==> src/rtl/alu_issue.sv <==
// alu_issue: single-request issue/response sequencer in front of a combinational ALU.
//
// A request word {opcode, a, b} is accepted in idle. A legal opcode is presented to the
// ALU on op/a/b for exactly ALU_LAT cycles, after which alu_result is captured and
// offered as a response. The illegal opcode 3'b111 skips the ALU and responds at once
// with out_err set and a zero result. Responses wait for out_ready; op_cnt counts
// completed responses and saturates.
//
// Ports:
//   clk, rst_n            clock, asynchronous active-low reset
//   in_valid/in_ready     request handshake
//   in_instr              [2W+2:2W] opcode, [2W-1:W] operand a, [W-1:0] operand b
//   op, a, b              ALU control and operands (op is 3'b111 outside issue)
//   alu_result            combinational ALU output for the current op/a/b
//   out_valid/out_ready   response handshake
//   out_result, out_err   captured result, illegal-opcode flag
//   op_cnt                saturating count of completed responses
module alu_issue #(
  parameter int unsigned W       = 8,
  parameter int unsigned ALU_LAT = 1
) (
  input  logic             clk,
  input  logic             rst_n,
  input  logic             in_valid,
  output logic             in_ready,
  input  logic [2*W+2:0]   in_instr,
  output logic [2:0]       op,
  output logic [W-1:0]     a,
  output logic [W-1:0]     b,
  input  logic [W-1:0]     alu_result,
  output logic             out_valid,
  input  logic             out_ready,
  output logic [W-1:0]     out_result,
  output logic             out_err,
  output logic [15:0]      op_cnt
);

  typedef enum logic [1:0] {StIdle, StIssue, StResp} state_e;

  localparam logic [2:0] OpNone   = 3'b111;
  localparam logic [3:0] WaitLoad = 4'(ALU_LAT - 1);

  state_e         state_q, state_d;
  logic [2:0]     op_q, op_d;
  logic [W-1:0]   a_q, a_d;
  logic [W-1:0]   b_q, b_d;
  logic [3:0]     wait_q, wait_d;
  logic [W-1:0]   res_q, res_d;
  logic           err_q, err_d;
  logic [15:0]    cnt_q, cnt_d;

  logic [2:0]     req_op;
  logic [W-1:0]   req_a;
  logic [W-1:0]   req_b;

  assign req_op = in_instr[2*W+2:2*W];
  assign req_a  = in_instr[2*W-1:W];
  assign req_b  = in_instr[W-1:0];

  always_comb begin
    state_d = state_q;
    op_d    = op_q;
    a_d     = a_q;
    b_d     = b_q;
    wait_d  = wait_q;
    res_d   = res_q;
    err_d   = err_q;
    cnt_d   = cnt_q;
    unique case (state_q)
      StIdle: begin
        if (in_valid) begin
          if (req_op == OpNone) begin
            // Illegal opcode: no ALU pass, respond next cycle; a/b keep their old values.
            state_d = StResp;
            err_d   = 1'b1;
            res_d   = '0;
          end else begin
            state_d = StIssue;
            op_d    = req_op;
            a_d     = req_a;
            b_d     = req_b;
            wait_d  = WaitLoad;
          end
        end
      end
      StIssue: begin
        if (wait_q == 4'd0) begin
          res_d   = alu_result;
          err_d   = 1'b0;
          op_d    = OpNone;
          state_d = StResp;
        end else begin
          wait_d = wait_q - 4'd1;
        end
      end
      StResp: begin
        if (out_ready) begin
          state_d = StIdle;
          if (cnt_q != 16'hFFFF) cnt_d = cnt_q + 16'd1;
        end
      end
      default: state_d = StIdle;
    endcase
  end

  always_ff @(posedge clk or negedge rst_n) begin
    if (!rst_n) begin
      state_q <= StIdle;
      op_q    <= OpNone;
      a_q     <= '0;
      b_q     <= '0;
      wait_q  <= 4'd0;
      res_q   <= '0;
      err_q   <= 1'b0;
      cnt_q   <= 16'd0;
    end else begin
      state_q <= state_d;
      op_q    <= op_d;
      a_q     <= a_d;
      b_q     <= b_d;
      wait_q  <= wait_d;
      res_q   <= res_d;
      err_q   <= err_d;
      cnt_q   <= cnt_d;
    end
  end

  assign in_ready   = (state_q == StIdle);
  assign out_valid  = (state_q == StResp);
  assign op         = op_q;
  assign a          = a_q;
  assign b          = b_q;
  assign out_result = res_q;
  assign out_err    = err_q;
  assign op_cnt     = cnt_q;

endmodule

==> config.mk <==
export PLATFORM = sky130hd
export DESIGN_NAME = alu_issue
export DESIGN_NICKNAME = d
export VERILOG_FILES = /design/src/rtl/alu_issue.sv
export SDC_FILE = /design/constraint.sdc
export NUM_CORES = 1
export LEC_CHECK = 0
export ABC_AREA = 0
export BUFFER_PORTS_ARGS = -buffer_cell sky130_fd_sc_hd__buf_2
export CAP_MARGIN = 15
export CORE_MARGIN = 4
export CORE_UTILIZATION = 30
export DETAILED_ROUTE_END_ITERATION = 12
export PLACE_DENSITY_LB_ADDON = 0.2
export SLEW_MARGIN = 20
export SYNTH_ARGS = -nofsm -noshare
export SYNTH_HDL_FRONTEND = slang
export SYNTH_SLANG_ARGS = --single-unit
==> constraint.sdc <==
create_clock -name clk -period 1.9 [get_ports clk]
set_input_delay 0.38 -clock clk [delete_from_list [all_inputs] [get_ports clk]]
set_output_delay 0.38 -clock clk [all_outputs]
set_load 0.005 [all_outputs]
**Word level (Yosys, flattened, before mapping)**

Index checks and enable logic that the tools add are counted.

- Logic and storage cells: 51
- Input bits: 31
- Flip-flop bits (word level): 50

- Add/sub/neg operators: 2
- Reductions and logical operators: 9
- Multiplexer cells: 21
- Eq/ne operators: 10
- Bitwise gates (word level): 1

Operator list:

| cell | count |
|---|---|
| $mux W8 | 3 |
| $add A16 B1 Y16 const B | 1 |
| $ne A16 B16 Y1 const B | 1 |
| $pmux W8 S2 | 1 |
| $mux W4 | 3 |
| $reduce_and A4 Y1 | 3 |
| $mux W3 | 3 |
| $reduce_and A3 Y1 | 3 |
| $mux W2 | 4 |
| $ne A2 B2 Y1 const B | 4 |
| $pmux W4 S2 | 1 |
| $pmux W2 S3 | 1 |
| $pmux W3 S2 | 1 |
| $logic_not A4 Y1 | 1 |
| $ne A2 B1 Y1 const B | 2 |
| $sub A4 B1 Y4 const B | 1 |
| $eq A3 B3 Y1 const B | 1 |
| $mux W1 | 3 |
| $eq A2 B1 Y1 const B | 1 |
| $eq A2 B2 Y1 const B | 1 |
| $logic_not A2 Y1 | 1 |
| $pmux W1 S2 | 1 |
| $reduce_bool A2 Y1 | 1 |
| $not A1 Y1 | 1 |

**Longest topological paths before layout**

- Word-level depth: 4
- Mapped depth: 7
- Gate-level depth less buffers: 6

**Worst setup path after synthesis**

OpenSTA, ideal clock, no wires.

- Kind: register to register
- From: register wait_q[0]
- To: register op_q[2] (netlist: op[2])
- Period minus slack after synthesis: 1561 ps
- Required time: 1818 ps
- Path slack: 339 ps
- Library setup time: 82 ps
- Stages on the path, launching flop included: 7
- Arrival: 1479 ps
- Cell sequence: dfrtp_1 inv_1 ha_1 nor3b_2 nand2_1 a21oi_1 mux2_2

- Cells in the longest elaborated chain, start to end: 3

RTL lines:

| element | line | source |
|---|---|---|
| from (decl) | 47 | `logic [3:0] wait_q, wait_d;` |
| from (signal assigned) | 121 | `wait_q <= wait_d;` |
| $logic_not A4 Y1 | 87 | `if (wait_q == 4'd0) begin` |
| $ne A2 B2 Y1 (no source line) | -- |  |
| $reduce_and A4 Y1 (no source line) | -- |  |
| to (signal assigned) | 109 | `op_q <= OpNone;` |
| to (signal assigned) | 118 | `op_q <= op_d;` |
| to (decl) | 44 | `logic [2:0] op_q, op_d;` |

Every way passes these cells.
A chain may end at the register's enable or synchronous reset.

**Worst setup path after layout**

Same ends and word-level chain as after synthesis.

==> qor.json <==
{
  "ys_async_sr_fraction": {"value": 100, "unit": "%"},
  "maximum_number_of_pins_on_one_net_before_global_route_repair": {"value": 29},
  "final_period_minus_worst_setup_slack": {"value": 1.70, "unit": "ns"},
  "area_of_the_multi_input_gates": {"value": 957, "unit": "µm²"},
  "groute.usage.overall": {"value": 11.7, "unit": "%"},
  "regToRegEndpoint": {"value": "op[2]"},
  "critical-path-top-delay-family": {"value": "flip-flops"},
  "worst_r2r_startpoint": {"value": "wait_q[0]"},
  "cp_cell_sequence": {"value": "inv_1, ha_1, nor3b_2, nand2_1, a21oi_1, mux2_2"},
  "post-place-cells": {"value": 358},
  "design.core.area": {"value": 7290, "unit": "µm²"},
  "synth_seq_area_share": {"value": 55.4, "unit": "%"},
  "fin_nets": {"value": 300},
  "routed-via-count": {"value": 1711},
  "area.sequential": {"value": 1250, "unit": "µm²"},
  "setup.reg_to_reg.worst_slack": {"value": 0.20, "unit": "ns"},
  "run_status": {"value": "finished, final reports clean"},
  "slew_headroom": {"value": 63.8, "unit": "%"},
  "leakagePower": {"value": 1.48, "unit": "nW"},
  "cts_hold_buf": {"value": 0},
  "wl_per_cell": {"value": 13.4, "unit": "µm"},
  "setup_total_negative_slack": {"value": 0, "unit": "ns"},
  "drt.antenna.violating_nets": {"value": 0},
  "worstPathBufferInverterCount": {"value": 1},
  "cts.path.max_buffers": {"value": 2},
  "drc": {"value": 0},
  "worst-endpoint-required": {"value": 2.13, "unit": "ns"},
  "cts_post_setup_buffers_inserted": {"value": 0},
  "synth_nets": {"value": 215},
  "synth.ff_latch_count": {"value": 50},
  "unrepaired_setup_endpoints_after_global_routing": {"value": "false"},
  "synth.top_cells.by_area": {"value": "dfrtp_1 (52%), mux2_2 (9.4%), xor2_1 (4.3%)"},
  "end_kind": {"value": "flop"},
  "synth-edff-count": {"value": 0},
  "fp_rows": {"value": 31},
  "synth_cell_type_count": {"value": 47},
  "r2r.worst_path.cells": {"value": 6},
  "routed_wl": {"value": 4.92, "unit": "mm"},
  "grt_overflow_total": {"value": 0},
  "gpl.final_weighted_congestion": {"value": 0.731},
  "drv_slew": {"value": 0},
  "yosys_warnings": {"value": 0},
  "antenna-diode-count": {"value": 0},
  "number_of_global_route_vias_before_repair": {"value": 1743},
  "synthTopCellsByCount": {"value": "dfrtp_1 (47), mux2_2 (19), nand2_1 (11), xor2_1 (11), a22o_1 (10)"},
  "clock_tree_from_tritoncts": {"value": "done"},
  "vias_per_cell": {"value": 4.67},
  "max_cap_viol_count": {"value": 0},
  "cts_htree_levels": {"value": 2},
  "syn_area": {"value": 2270, "unit": "µm²"},
  "detail_route.first_pass.iterations": {"value": 4},
  "setup.worst_path.class": {"value": "reg2reg"},
  "cellPowerDensity": {"value": 1300, "unit": "nW/µm²"},
  "timing.hold.ws": {"value": 0.0587, "unit": "ns"},
  "synth_largest_area_cell": {"value": "dfrtp_1"},
  "ys_dominant_reg_cell": {"value": "dfrtp_1"},
  "floorplan.die_area": {"value": 9010, "unit": "µm²"},
  "dpl.hpwl": {"value": 3.78, "unit": "mm"},
  "worst_pin_slew": {"value": 0.543, "unit": "ns"},
  "worstSetupStartpointType": {"value": "flop"},
  "vdd_drop_max": {"value": 0.000468, "unit": "V"},
  "flow.area_growth_from_synthesis": {"value": 29.4, "unit": "%"},
  "number_of_filler_instances_in_the_final_layout": {"value": 764},
  "post-layout-total-power": {"value": 3.81, "unit": "mW"},
  "floorplan.die.width": {"value": 94.9, "unit": "µm"},
  "grt_pass1_wl": {"value": 8.23, "unit": "mm"},
  "critical_path.max_stage_delay": {"value": 0.41, "unit": "ns"},
  "max_freq": {"value": 588, "unit": "MHz"},
  "worst-endpoint-arrival": {"value": 1.93, "unit": "ns"},
  "clk_transition_reported_paths": {"value": 0.09, "unit": "ns"},
  "yosys.cell_count.top_type": {"value": "dfrtp_1"},
  "chipHeight": {"value": 94.9, "unit": "µm"},
  "setup_viol_count_final": {"value": 0},
  "clock_sink_count": {"value": 50},
  "path_max_fanout": {"value": 5},
  "grt_antenna_before_repair": {"value": 0},
  "hold_viol": {"value": 0},
  "io_pins": {"value": 77},
  "clock_skew_after_layout": {"value": 0.00533, "unit": "ns"},
  "initial_core_util": {"value": 31.1, "unit": "%"},
  "fin_crit_sh": {"value": 89.5, "unit": "%"},
  "cts_buffers": {"value": 5},
  "placement.io_buffers": {"value": 76},
  "iteration_0_drc_markers": {"value": 16},
  "synthCells": {"value": 181},
  "worst_hold_path_type": {"value": "in2async"},
  "syn_avg_cell_area": {"value": 12.5, "unit": "µm²"},
  "layoutNonFillerInstCount": {"value": 366},
  "ctsRootBufferMaster": {"value": "clkbuf_8"},
  "critical_path.slowest_cell": {"value": "dfrtp_1"},
  "drive_above_1_share": {"value": 47.9, "unit": "%"},
  "netlist.area_leader.share": {"value": 51.9, "unit": "%"},
  "cts_repair_resize_count": {"value": 0},
  "clock_insertion_delay_worst_skew": {"value": 0.30, "unit": "ns"}
}
==> cell families (layout without fill, tap and decap cells) <==
logic type / Yosys count / after routing / share of synthesized area [%]
simple gates: 56 / 56 / 15.5
flops: 50 / 50 / 55.4
compound gates: 25 / 25 / 9.11
mux: 22 / 22 / 11.0
xor+xnor: 13 / 13 / 5.02
buf+inv: 12 / 98 / 2.37
fa+ha+maj: 3 / 3 / 1.66
==> flip-flops by register name (all words and copies together), names as in the netlist <==
register / flops
op_cnt: 16
a: 8
b: 8
out_result: 8
wait_q: 4
op: 3
state_q: 2
out_err: 1
==> worst reg2reg max path, cell delays in order, from the launching register on <==
cell and delay [ns]:
dfrtp_1 0.41, inv_1 0.08, ha_1 0.14, nor3b_2 0.26, nand2_1 0.11, a21oi_1 0.27, mux2_2 0.37
==> worst max path at each step <==
| stage | from | end | slack [ns] | depth (start not counted) |
|---|---|---|---|---|
| 3_3_place_gp | wait_q[0] | op[2] | 0.24 | 6 |
| 2_1_floorplan | wait_q[0] | op[2] | 0.34 | 6 |
| 4_1_cts | wait_q[0] | op[2] | 0.19 | 6 |
| 3_5_place_dp | wait_q[0] | op[2] | 0.21 | 6 |
| 6_report | wait_q[0] | op[2] | 0.20 | 6 |
| 5_1_grt | op_cnt[0] | op_cnt[12] | 0.06 | 5 |
==> through the flow <==
stage	setup slack (ns)	instance area [µm²]	utilization, %
global route	0.0570	2930	40.2
detailed placement	0.210	2820	38.7
CTS	0.193	2930	40.2
finish	0.200	2930	40.2
floorplan	0.339	2270	-
global placement	0.243	2820	38.7
==> power by group <==
group,total (mW),switching (mW),internal [mW]
Combinational,1.39,0.600,0.789
Sequential,1.68,0.220,1.46
Clock,0.738,0.350,0.388
Total,3.81,1.17,2.64
==> routing by layer <==
metal	wire length [µm]	track usage, %	share of wire [%]	vias to the layer above
met5	0	0	0	-
met4	66	3.97	1.3	0
met3	229	2.87	4.7	6
met2	2480	19.8	50	36
met1	2140	14.5	44	841
li1	-	-	-	828
==> cell type report <==
cell class	count	share of cell area, %
repair buffers	84	15.9
inverters	6	0.768
clock inverters	3	1.37
clock buffers	5	2.35
flip-flops and latches	50	42.8
well taps	99	4.22
multi-input cells	119	32.6
==> placed cells by master, fill, tap and decap left out, drive strengths merged, types with 2 or more instances in the layout <==
master  instances
mux2           20
and2            2
inv             6
xnor2           2
dfrtp          47
and4            2
nor3b           2
a22o           10
clkinv          2
o21a            2
nand2b          4
nand2          12
and3b           2
mux2i           2
buf            84
nor2            6
a311oi          2
nand4           5
a21o            2
nor3            6
nor4            4
ha              3
or4             2
nor2b           2
a21oi           3
clkbuf          5
xor2           11
dfstp           3
or2             2
nand3           4
(Power assumes the default switching activity.)
